==> src/rtl/pipe_stage_reg.sv <==
// pipe_stage_reg: parametrised inter-stage pipeline register with a
// valid/ready handshake, stall back-pressure, synchronous flush (bubble
// insertion) and a saturating flush statistics counter.
//
// Optional feature macro: PIPE_STAGE_SKID_EN
//   defined   -> 2-entry skid queue; in_ready decoded from registered occupancy only
//   undefined -> 1-entry latch; in_ready = empty | out_ready (combinational)
//
// Ports:
//   clk, rst            clock (rising edge), asynchronous active-low reset
//   flush               squash all held entries and the incoming beat
//   in_valid/in_ready   upstream handshake
//   in_ctrl/in_data     upstream control / data fields
//   out_valid/out_ready downstream handshake for the head entry
//   out_ctrl            head control field, 0 when out_valid=0
//   out_data            head data field, holds last value when empty
//   occupancy           number of held entries
//   flush_cnt           saturating count of effective flushes
module pipe_stage_reg #(
    parameter int unsigned CTRL_W = 8,
    parameter int unsigned DATA_W = 128,
    parameter int unsigned CNT_W  = 8
) (
    input  logic              clk,
    input  logic              rst,
    input  logic              flush,
    input  logic              in_valid,
    output logic              in_ready,
    input  logic [CTRL_W-1:0] in_ctrl,
    input  logic [DATA_W-1:0] in_data,
    output logic              out_valid,
    input  logic              out_ready,
    output logic [CTRL_W-1:0] out_ctrl,
    output logic [DATA_W-1:0] out_data,
    output logic [1:0]        occupancy,
    output logic [CNT_W-1:0]  flush_cnt
);

`ifdef PIPE_STAGE_SKID_EN
    localparam int unsigned DEPTH = 2;
`else
    localparam int unsigned DEPTH = 1;
`endif

    logic              push;
    logic              pop;
    logic [1:0]        occ_d;
    logic              valid_d;
    logic [CTRL_W-1:0] ctrl_d;
    logic [DATA_W-1:0] data_d;
    logic [CNT_W-1:0]  cnt_d;

`ifdef PIPE_STAGE_SKID_EN
    logic [CTRL_W-1:0] skid_ctrl;
    logic [DATA_W-1:0] skid_data;
    logic [CTRL_W-1:0] skid_ctrl_d;
    logic [DATA_W-1:0] skid_data_d;

    // Ready depends only on registered state, breaking the inter-stage ready path.
    assign in_ready = (occupancy < 2'(DEPTH));
`else
    // Single entry can be replaced in the same cycle it is popped.
    assign in_ready = (occupancy < 2'(DEPTH)) | out_ready;
`endif

    assign push = in_valid & in_ready & ~flush;
    assign pop  = out_valid & out_ready & ~flush;

    // Next-state: head lives in out_ctrl/out_data, second entry in the skid regs.
    always_comb begin
        occ_d  = occupancy;
        ctrl_d = out_ctrl;
        data_d = out_data;
        cnt_d  = flush_cnt;
`ifdef PIPE_STAGE_SKID_EN
        skid_ctrl_d = skid_ctrl;
        skid_data_d = skid_data;
`endif
        if (flush) begin
            occ_d  = 2'd0;
            ctrl_d = '0;
            if (((occupancy != 2'd0) || in_valid) && (flush_cnt != {CNT_W{1'b1}})) begin
                cnt_d = flush_cnt + CNT_W'(1);
            end
        end else begin
            case ({push, pop})
                2'b10: begin
`ifdef PIPE_STAGE_SKID_EN
                    if (occupancy != 2'd0) begin
                        skid_ctrl_d = in_ctrl;
                        skid_data_d = in_data;
                        occ_d       = 2'd2;
                    end else begin
                        ctrl_d = in_ctrl;
                        data_d = in_data;
                        occ_d  = 2'd1;
                    end
`else
                    ctrl_d = in_ctrl;
                    data_d = in_data;
                    occ_d  = 2'd1;
`endif
                end
                2'b01: begin
`ifdef PIPE_STAGE_SKID_EN
                    if (occupancy == 2'd2) begin
                        ctrl_d = skid_ctrl;
                        data_d = skid_data;
                        occ_d  = 2'd1;
                    end else begin
                        ctrl_d = '0;
                        occ_d  = 2'd0;
                    end
`else
                    ctrl_d = '0;
                    occ_d  = 2'd0;
`endif
                end
                // Push and pop together only happen with one entry held.
                2'b11: begin
                    ctrl_d = in_ctrl;
                    data_d = in_data;
                end
                default: begin
                end
            endcase
        end
        valid_d = (occ_d != 2'd0);
    end

    // State registers.
    always_ff @(posedge clk or negedge rst) begin
        if (!rst) begin
            occupancy <= 2'd0;
            out_valid <= 1'b0;
            out_ctrl  <= '0;
            out_data  <= '0;
            flush_cnt <= '0;
        end else begin
            occupancy <= occ_d;
            out_valid <= valid_d;
            out_ctrl  <= ctrl_d;
            out_data  <= data_d;
            flush_cnt <= cnt_d;
        end
    end

`ifdef PIPE_STAGE_SKID_EN
    // Skid entry data.
    always_ff @(posedge clk or negedge rst) begin
        if (!rst) begin
            skid_ctrl <= '0;
            skid_data <= '0;
        end else begin
            skid_ctrl <= skid_ctrl_d;
            skid_data <= skid_data_d;
        end
    end
`endif

endmodule

==> config.mk <==
export PLATFORM = sky130hd
export DESIGN_NAME = pipe_stage_reg
export DESIGN_NICKNAME = d
export VERILOG_FILES = /design/src/rtl/pipe_stage_reg.sv
export SDC_FILE = /design/constraint.sdc
export NUM_CORES = 1
export LEC_CHECK = 0
export BUFFER_PORTS_ARGS = -buffer_cell sky130_fd_sc_hd__buf_4
export CORE_MARGIN = 8
export CORE_UTILIZATION = 47
export CTS_CLUSTER_DIAMETER = 200
export DETAILED_ROUTE_END_ITERATION = 7
export PLACE_DENSITY = 0.88
export SLEW_MARGIN = 20
export SYNTH_ARGS = -nofsm -noshare
export SYNTH_HDL_FRONTEND = slang
export SYNTH_SLANG_ARGS = --single-unit
==> constraint.sdc <==
create_clock -name clk -period 2.6 [get_ports clk]
set_clock_uncertainty 0.2 [all_clocks]
set_input_delay 0.39 -clock clk [delete_from_list [all_inputs] [get_ports clk]]
set_output_delay 0.39 -clock clk [all_outputs]
set_load 0.05 [all_outputs]
==> results.sh <==
export IMPL_setup_violations=0
export IMPL_final_cell_mix="buf_4, dfrtp_1, dlygate4sd3_1, mux2_4, mux2_2"
export IMPL_reg2reg_from="occupancy[1]"
export IMPL_hold_viol_final=0
export IMPL_antenna_found_initial=1
export IMPL_hold_class="in2reg"
export IMPL_clkTransAtPathRegs_ns=0.06
export IMPL_final_util_pct=80.09
export IMPL_grt_usage_pct=25.41
export IMPL_core_sq_um=12670
export IMPL_via_count=4711
export IMPL_p_per_area_nw_per_um2=839.0
export IMPL_die_x_um=130.0
export IMPL_syn2layout_area_growth_pct=66.28
export IMPL_drive_gt1_share_pct=59.87
export IMPL_fin_nets=901
export IMPL_p_comb_share_pct=37.2
export IMPL_numPortBuffers=288
export IMPL_crit_buf_inv=4
export IMPL_vias_per_cell=4.990
export IMPL_wl_per_cell_um=22.35
export IMPL_finalPower_uw=8514
export IMPL_drt_iter0_markers=226
export IMPL_arrival_ns=2.63
export IMPL_tightest_slew_ns=0.4778
export IMPL_ioPinCount=289
export IMPL_slew_headroom_pct=67.96
export IMPL_final_common_cell="buf_4"
export IMPL_yosysSeqAreaShare_pct=60.27
export IMPL_maxCapViolCount=0
export IMPL_end_kind="flip-flop"
export IMPL_grt_first_pass_wirelength_um=31790
export IMPL_hold_depth=2
export IMPL_synth_area_sq_um=6103
export IMPL_grt_max_degree=59
export IMPL_r2r_end="out_ctrl[6]"
export IMPL_rsz0062_at_grt="no"
export IMPL_grt_overflow=0
export IMPL_antenna_left=0
export IMPL_vdd_drop_max_uv=695.8
export IMPL_cts_tree="built"
export IMPL_outcome="finished, final reports clean"
export IMPL_syn_area_per_cell_sq_um=18.16
export IMPL_power_frac_clock_pct=27.8
export IMPL_ys_seq_elements=147
export IMPL_slew_violations=0
export IMPL_crit_chain="dlygate4sd3_1, buf_4, inv_1, and3_1, inv_6, ha_1, a211oi_4, a22o_1"
export IMPL_r2r_cells=6
export IMPL_min_period_ns=2.481
export IMPL_worstHoldStart="in_data[43]"
export IMPL_r2r_slack_ns=0.24
export IMPL_insertion_delay_ns=0.41
export IMPL_fmax_mhz=403.0
export IMPL_die_h_um=130.0
export IMPL_ys_warnings_count=0
export IMPL_die_area_sq_um=16890
export IMPL_cpPeakStageDelay_ns=0.55
export IMPL_switching_share_pct=36.85
export IMPL_globalplace_congestion=0.7914
export IMPL_required_ns=2.74
export IMPL_detail_route_wirelength_um=21100
export IMPL_htreeDepth=4
export IMPL_start_util_pct=48.17
export IMPL_drc=0
export IMPL_clock_sink_count=147
export IMPL_finalSetupTns_ns=0
export IMPL_p_seq_share_pct=34.9
export IMPL_root_buffer="clkbuf_16"
export IMPL_synthCells=336
export IMPL_intPower_uw=5377
export IMPL_grt_pass1_vias=5524
export IMPL_worst_path_max_delay_cell="dlygate4sd3_1"
export IMPL_period_share_pct=95.44
export IMPL_cp_depth=8
export IMPL_power_leakage_uw=0.005159
export IMPL_clock_path_buffers=2
export IMPL_net_switching_power_uw=3137
export IMPL_whs_endpoint="out_data[43]"
export IMPL_start_kind="input port"
export IMPL_synthDistinctLibCells=26
export IMPL_worst_setup_path_type="in2reg"
export IMPL_first_pass_iters=4
export IMPL_cts_made_buffers=17
export IMPL_path_max_fanout=14
export IMPL_rows=41
export IMPL_critPathTopFamily="buffers and inverters"
export IMPL_synth_nets=479
export IMPL_dp_hpwl_um=12870
[registers in the layout, indices dropped and copies added, names as in the netlist]
name	flops
out_ctrl	8
out_valid	1
occupancy	2
flush_cnt	8
out_data	128
[cells by family after synthesis]
| logic type | Yosys count | share of synthesized area [%] |
|---|---|---|
| DFF | 147 | 60.27 |
| muxes | 129 | 29.95 |
| AOI/OAI and AO/OA | 21 | 2.706 |
| buffers and inverters | 18 | 4.469 |
| and+or+nand+nor | 13 | 1.333 |
| xor gates and xnor gates | 6 | 0.8610 |
| adders and majority gates | 2 | 0.4099 |
[metrics by stage]
stage                     instance area [sq um]  instances  setup WS, ns  hold WS, ns
after floorplan                            6118        336      0.008900      -0.1056
after global placement                     8411        795        0.2716       0.1380
after detailed placement                   8411        795        0.1809       0.1511
after CTS                                 10100        938       0.09832    0.0002239
after global routing                      10150        943       0.02664    0.0004864
final                                     10150        944        0.1187      0.01797
[how the worst max path moves through the flow]
stage | start | endpoint | slack [ns]
3_3_place_gp | out_ready | out_ctrl[1] | 0.27
6_report | flush | out_ctrl[6] | 0.12
2_1_floorplan | occupancy[1] | out_ctrl[0] | 0.009
5_1_grt | flush | out_ctrl[5] | 0.03
3_5_place_dp | out_ready | out_ctrl[5] | 0.18
4_1_cts | flush | out_ctrl[5] | 0.1
[power groups by stage]
stage          clock [uW]  sequential, uW  combinational, uW
2_1_floorplan           0            4280                647
3_3_place_gp            0            2930               2940
3_5_place_dp            0            2970               2990
4_1_cts              2390            2940               3140
5_1_grt              2530            3010               3280
6_report             2370            2970               3170
[cell usage after synthesis, drive strengths merged]
master	number	area, sq um
and4	1	8.760
buf	15	259.0
a32o	1	10.01
a21oi	3	15.01
ha	2	25.02
dfrtp	147	3679
o21bai	1	11.26
a21o	1	7.510
nand2b	1	6.260
o311ai	1	8.760
xor2	2	17.52
xnor2	4	35.03
inv	3	13.77
and3	5	31.28
nand3b	1	7.510
mux2	129	1828
a22o	8	70.07
o31ai	2	15.01
nor3b	1	7.510
o21ai	1	5.000
nand3	4	20.02
a211oi	3	22.52
[layer usage]
metal	routed length, um	up-vias	part of all wire (%)	track usage, %
li1	-	2040	-	-
met1	7001	2369	33	24.38
met2	11570	254	55	46.92
met3	1819	48	8.6	8.813
met4	704	0	3.3	13.59
met5	0	-	0	0
[area by class of cell]
| type | count | area, sq um |
|---|---|---|
| fill | 675 | 2522 |
| inverter | 3 | 16.27 |
| antenna | 2 | 5.005 |
| clock buffer | 26 | 489.2 |
| sequential | 147 | 3681 |
| timing repair buffer | 418 | 3495 |
| tap | 172 | 215.2 |
| multi-input combinational | 171 | 2172 |
| clock inverter | 5 | 75.07 |
[repair_timing]
item,4_1_cts,5_1_grt
gates resized for setup,0,1
endpoints found under the hold margin,152,4
setup endpoints to repair,0,8
hold buffers,112,4
buffers inserted,0,0
Note: power is estimated with default switching activity, not from simulation.
